<file path="config.mk">
export PLATFORM = sky130hd
export DESIGN_NAME = inv_sbox_word_iter_flat
export DESIGN_NICKNAME = d
export VERILOG_FILES = /design/src/rtl/inv_sbox_word_iter_if.sv /design/src/rtl/inv_sbox_word_iter.sv /design/src/flat_wrapper.sv
export SDC_FILE = /design/constraint.sdc
export NUM_CORES = 1
export LEC_CHECK = 0
export CELL_PAD_IN_SITES_DETAIL_PLACEMENT = 0
export CELL_PAD_IN_SITES_GLOBAL_PLACEMENT = 1
export CORE_ASPECT_RATIO = 0.9
export CORE_MARGIN = 4
export CORE_UTILIZATION = 40
export CTS_CLUSTER_SIZE = 8
export DETAILED_ROUTE_END_ITERATION = 7
export GPL_TIMING_DRIVEN = 0
export HOLD_SLACK_MARGIN = 0.1
export PLACE_DENSITY = 0.8
export SLEW_MARGIN = 20
export SYNTH_ARGS = -nofsm -noshare
export SYNTH_HDL_FRONTEND = slang
export SYNTH_SLANG_ARGS = --single-unit
export TNS_END_PERCENT = 50
</file>
<file path="constraint.sdc">
create_clock -name clk -period 33.9 [get_ports clk]
set_input_delay 6.78 -clock clk [delete_from_list [all_inputs] [get_ports clk]]
set_output_delay 6.78 -clock clk [all_outputs]
set_load 0.05 [all_outputs]
</file>
<file path="src/rtl/inv_sbox_word_iter_if.sv">
// Word stream bundle for the iterative inverse S-box block:
// an input word handshake, an output word handshake, and busy status.
interface inv_sbox_word_iter_if #(
    parameter int BYTES = 4
);
    logic               in_valid;
    logic               in_ready;
    logic [8*BYTES-1:0] in_data;
    logic               out_valid;
    logic               out_ready;
    logic [8*BYTES-1:0] out_data;
    logic               busy;

    modport master (
        output in_valid, in_data, out_ready,
        input  in_ready, out_valid, out_data, busy
    );

    modport slave (
        input  in_valid, in_data, out_ready,
        output in_ready, out_valid, out_data, busy
    );
endinterface

</file>
<file path="src/rtl/inv_sbox_word_iter.sv">
// Byte-serial AES InvSubBytes over a word: one shared InvS,
// processing one byte per clock, bytes 0 to BYTES-1.
module inv_sbox_word_iter #(
    parameter int BYTES = 4
) (
    input logic                 clk,
    input logic                 rst_n,
    inv_sbox_word_iter_if.slave bus
);
    localparam int W  = 8 * BYTES;
    localparam int CW = $clog2(BYTES + 1);
    localparam logic [CW-1:0] LAST = CW'(BYTES - 1);

    localparam logic [1:0] IDLE = 2'd0;
    localparam logic [1:0] BUSY = 2'd1;
    localparam logic [1:0] DONE = 2'd2;

    function automatic logic [7:0] xtime(input logic [7:0] a);
        return {a[6:0], 1'b0} ^ (a[7] ? 8'h1b : 8'h00);
    endfunction

    function automatic logic [7:0] gf_mul(
        input logic [7:0] a,
        input logic [7:0] b
    );
        logic [7:0] p;
        logic [7:0] t;
        p = 8'h00;
        t = a;
        for (int i = 0; i < 8; i++) begin
            if (b[i]) p = p ^ t;
            t = xtime(t);
        end
        return p;
    endfunction

    // a^254 is the multiplicative inverse, and maps 0 to 0
    function automatic logic [7:0] gf_inv(input logic [7:0] a);
        logic [7:0] r;
        logic [7:0] s;
        r = 8'h01;
        s = a;
        for (int i = 1; i < 8; i++) begin
            s = gf_mul(s, s);
            r = gf_mul(r, s);
        end
        return r;
    endfunction

    function automatic logic [7:0] inv_s(input logic [7:0] a);
        logic [7:0] b;
        b = {a[6:0], a[7]}
          ^ {a[4:0], a[7:5]}
          ^ {a[1:0], a[7:2]}
          ^ 8'h05;
        return gf_inv(b);
    endfunction

    logic [1:0]    state;
    logic [CW-1:0] cnt;
    logic [W-1:0]  din;
    logic [W-1:0]  work;
    logic [W-1:0]  dout;
    logic [7:0]    sel;
    logic [7:0]    sub;
    logic [W-1:0]  next_work;

    always_comb begin
        sel = 8'h00;
        for (int k = 0; k < BYTES; k++) begin
            if (cnt == CW'(k)) sel = din[8*k +: 8];
        end
    end

    assign sub = inv_s(sel);

    always_comb begin
        next_work = work;
        for (int k = 0; k < BYTES; k++) begin
            if (cnt == CW'(k)) next_work[8*k +: 8] = sub;
        end
    end

    // work fills byte by byte; dout only changes on completion
    always_ff @(posedge clk or negedge rst_n) begin
        if (!rst_n) begin
            state <= IDLE;
            cnt   <= '0;
            din   <= '0;
            work  <= '0;
            dout  <= '0;
        end else begin
            unique case (state)
                IDLE: begin
                    if (bus.in_valid) begin
                        din   <= bus.in_data;
                        cnt   <= '0;
                        state <= BUSY;
                    end
                end
                BUSY: begin
                    work <= next_work;
                    cnt  <= cnt + CW'(1);
                    if (cnt == LAST) begin
                        dout  <= next_work;
                        state <= DONE;
                    end
                end
                DONE: begin
                    if (bus.out_ready) state <= IDLE;
                end
                default: state <= IDLE;
            endcase
        end
    end

    assign bus.in_ready  = (state == IDLE);
    assign bus.out_valid = (state == DONE);
    assign bus.busy      = (state != IDLE);
    assign bus.out_data  = dout;
endmodule

</file>
<file path="src/flat_wrapper.sv">
// flat-port wrapper written by rule: the top's interface ports become plain ports
module inv_sbox_word_iter_flat 
#(
    parameter int BYTES = 4
)
  (clk, rst_n, bus_in_valid, bus_in_data, bus_out_ready, bus_in_ready, bus_out_valid, bus_out_data, bus_busy);
  inv_sbox_word_iter_if #(.BYTES(BYTES)) bus_i ();
  input logic clk;
  input logic rst_n;
  input wire logic [$bits(bus_i.in_valid)-1:0] bus_in_valid;
  input wire logic [$bits(bus_i.in_data)-1:0] bus_in_data;
  input wire logic [$bits(bus_i.out_ready)-1:0] bus_out_ready;
  output wire logic [$bits(bus_i.in_ready)-1:0] bus_in_ready;
  output wire logic [$bits(bus_i.out_valid)-1:0] bus_out_valid;
  output wire logic [$bits(bus_i.out_data)-1:0] bus_out_data;
  output wire logic [$bits(bus_i.busy)-1:0] bus_busy;
  assign bus_i.in_valid = bus_in_valid;
  assign bus_i.in_data = bus_in_data;
  assign bus_i.out_ready = bus_out_ready;
  assign bus_in_ready = bus_i.in_ready;
  assign bus_out_valid = bus_i.out_valid;
  assign bus_out_data = bus_i.out_data;
  assign bus_busy = bus_i.busy;
  inv_sbox_word_iter #(.BYTES(BYTES)) u_core (.clk(clk), .rst_n(rst_n), .bus(bus_i));
endmodule
</file>
==> results.yml <==
finish:
  area_growth_pct: 9.39
  design_area_mm2: 0.0227
  stdcell_count: 3472
  fin_nets: 2835
  n_fill_cell: 5246
  layout_common_cells: "xnor2_1 (375), nor2_1 (360), nand2_1 (277), a21oi_1 (157), clkbuf_1 (128)"
  drive_above_1_share_pct: 8.20
  layout_commonest_cell: "xnor2_1"
  final_util_pct: 44.6
  diodes: 0
worst_setup_path:
  crit_slowest_cell: "xnor2_1"
  r2r-end: "u_core.bus.out_data[11]$_DFFE_PN0P_"
  cp_num_buf_inv: 13
  crit_family: "XOR/XNOR gates"
  r2r_slack_ps: 12020
  reg2reg_depth: 71
  crit_fanout: 10
  start_kind: "register"
  critPathMostFrequentCell: "xnor2_1"
  path_class: "reg2reg"
  r2r_start: "u_core.cnt[0]$_DFFE_PN0P_"
  max_stage_delay_ps: 870
  crit_required_ps: 34170
  worst_setup_path_end_kind: "register"
  arrival_ps: 22150
cts:
  post_cts_buffers: 0
  cts_tree: "built"
  root_buffer: "clkbuf_16"
  cts_buffers: 9
  insertion_delay_ps: 340
  cts_sinks: 93
  clockBufferDepth: 2
  h-tree-depth: 3
  clkTransAtPathRegs_ps: 70
  cts_resized: 0
  hold_buffers: 0
synth:
  async_flop_share_pct: 100
  synth_cell_type_count: 99
  yosysSeqAreaShare_pct: 11.2
  synth_area_per_cell_um2: 7.69
  synth_edf_count: 0
  synth_area_mm2: 0.0208
  ys_warn_count: 0
  syn_nets: 2751
  syn_inst: 2703
  synth-seq-cells: 93
  ys.flop_type: "dfrtp_1"
timing:
  fin_crit_sh_pct: 64.5
  grt_setup_unrepaired: "false"
  fin_crit_ps: 21880
  maxSlewViolCount: 0
  worstMarginPinSlew_ps: 1130
  clock_skew_ps: 11.0
  hold_violations: 0
  finalSetupTns_ps: 0
  finalSetupViolations: 0
  maxSlewHeadroom_pct: 24.2
  fmax_mhz: 45.7
flow_run:
  max_cap_violations: 0
run_status:
  status: "completed"
placement:
  place_area_mm2: 0.0224
  place_hpwl_um: 53800
  gp_congestion: 0.939
  io_buffers: 70
  dpl.cell_count: 3456
detailed_routing:
  ant_nets: 0
  wl_met2_um: 31100
  viasPerCell: 6.02
  drt-met1-wl_um: 32500
  drtIter0Drc: 2093
  vias: 20887
  first_pass_iters: 5
  drc: 0
  dr_wl_met3_um: 5510
  drt-total-wl_um: 69900
  wire_per_inst_um: 20.1
  top_layer: "met4"
hold_path:
  min_to: "u_core.work[1]$_DFFE_PN0P_"
  hold_path_startpoint: "u_core.work[1]$_DFFE_PN0P_"
  hold_path_depth: 2
  hold_path.class: "reg2reg"
grt:
  grt_pass1_vias: 19852
  antenna_found_initial: 0
  grt_start_max_net_pins: 54
  overflow: 0
  grt_usage_pct: 24.4
  grt_pass1_wl_um: 112000
die:
  fp-row-count: 78
  pin_count: 71
  die_h_um: 224
  start_util_pct: 40.8
  core_mm2: 0.0509
  die_w_um: 248
  die-area_mm2: 0.0557
==> state kept, by name, summed over array words and instances, names as in the netlist <==
name,count
u_core.bus.out_data,32
u_core.cnt,3
u_core.din,32
u_core.state,2
u_core.work,24
==> metal layers <==
layer,global-route usage (%),vias to the layer above
met5,0,-
met4,3.24,0
met3,3.39,70
met2,38.0,871
met1,36.7,10077
li1,-,9869
==> Yosys cell counts, types with 18 or more instances <==
cell type    n  area, um2
xnor2_1    376       3290
nor2_1     360       1350
nand2_1    277       1040
a21oi_1    157        786
clkbuf_1   128        480
o21ai_0    124        621
dfrtp_1     93       2330
xor2_1      83        727
xnor3_1     77       1730
nor3_1      72        360
nand3_1     65        325
mux2i_1     64        641
o211ai_1    54        405
mux2_2      50        563
o22ai_1     45        282
a211oi_1    41        308
buf_2       35        175
o21ai_1     34        170
xnor2_2     27        439
a31oi_1     25        156
and2_1      24        150
inv_1       24       90.1
nor2b_1     22        138
nand4_1     20        125
buf_1       19       71.3
a22oi_1     18        135
nand2b_1    18        113
==> worst max-delay path by stage <==
stage                     depth (start not counted)                                  end                 startpoint
after floorplan                                  71  u_core.bus.out_data[14]$_DFFE_PN0P_  u_core.cnt[0]$_DFFE_PN0P_
after global placement                           69  u_core.bus.out_data[11]$_DFFE_PN0P_  u_core.cnt[0]$_DFFE_PN0P_
after detailed placement                         71  u_core.bus.out_data[11]$_DFFE_PN0P_  u_core.cnt[0]$_DFFE_PN0P_
after CTS                                        71  u_core.bus.out_data[11]$_DFFE_PN0P_  u_core.cnt[0]$_DFFE_PN0P_
after global routing                             74   u_core.bus.out_data[4]$_DFFE_PN0P_  u_core.cnt[0]$_DFFE_PN0P_
final                                            71  u_core.bus.out_data[11]$_DFFE_PN0P_  u_core.cnt[0]$_DFFE_PN0P_
==> through the flow <==
step	hold WS, ps	setup slack (ps)
after detailed placement	473	12500
after CTS	489	12420
after global placement	465	12240
after floorplan	450	16960
after global routing	517	10570
final	486	12020
==> layout make-up <==
cell class                      count  area, um2  area share (%)
Buffer                            191        806            3.54
Clock buffer                        9        225           0.991
Clock inverter                      7        116           0.512
Inverter                           32        120           0.528
Multi-Input combinational cell   2387      17600            77.2
Sequential cell                    93       2330            10.2
Tap cell                          680        851            3.74
Timing Repair Buffer               73        734            3.23
==> cell families (layout without fill, tap and decap cells) <==
kind of cell	after synthesis	after routing	share of synthesized area, %
simple gates	958	958	20.7
compound gates	702	702	23.0
xor+xnor	597	597	33.7
buf+inv	223	312	4.46
mux	117	117	6.12
flops	93	93	11.2
fa+ha+maj	13	13	0.771
==> worst register-to-register path, delay by kind of cell (launching register included) <==
family | cells | cell delay [ps]
xor gates and xnor gates | 20 | 7220
AOI/OAI and AO/OA | 13 | 4070
buffers and inverters | 13 | 3820
and+or+nand+nor | 15 | 3330
adders and majority gates | 5 | 1550
muxes | 5 | 1390
DFF | 1 | 430
Power is left out: the tool's default activity adds up to more than one toggle a clock period on the data nets, which glitch-free logic cannot reach.
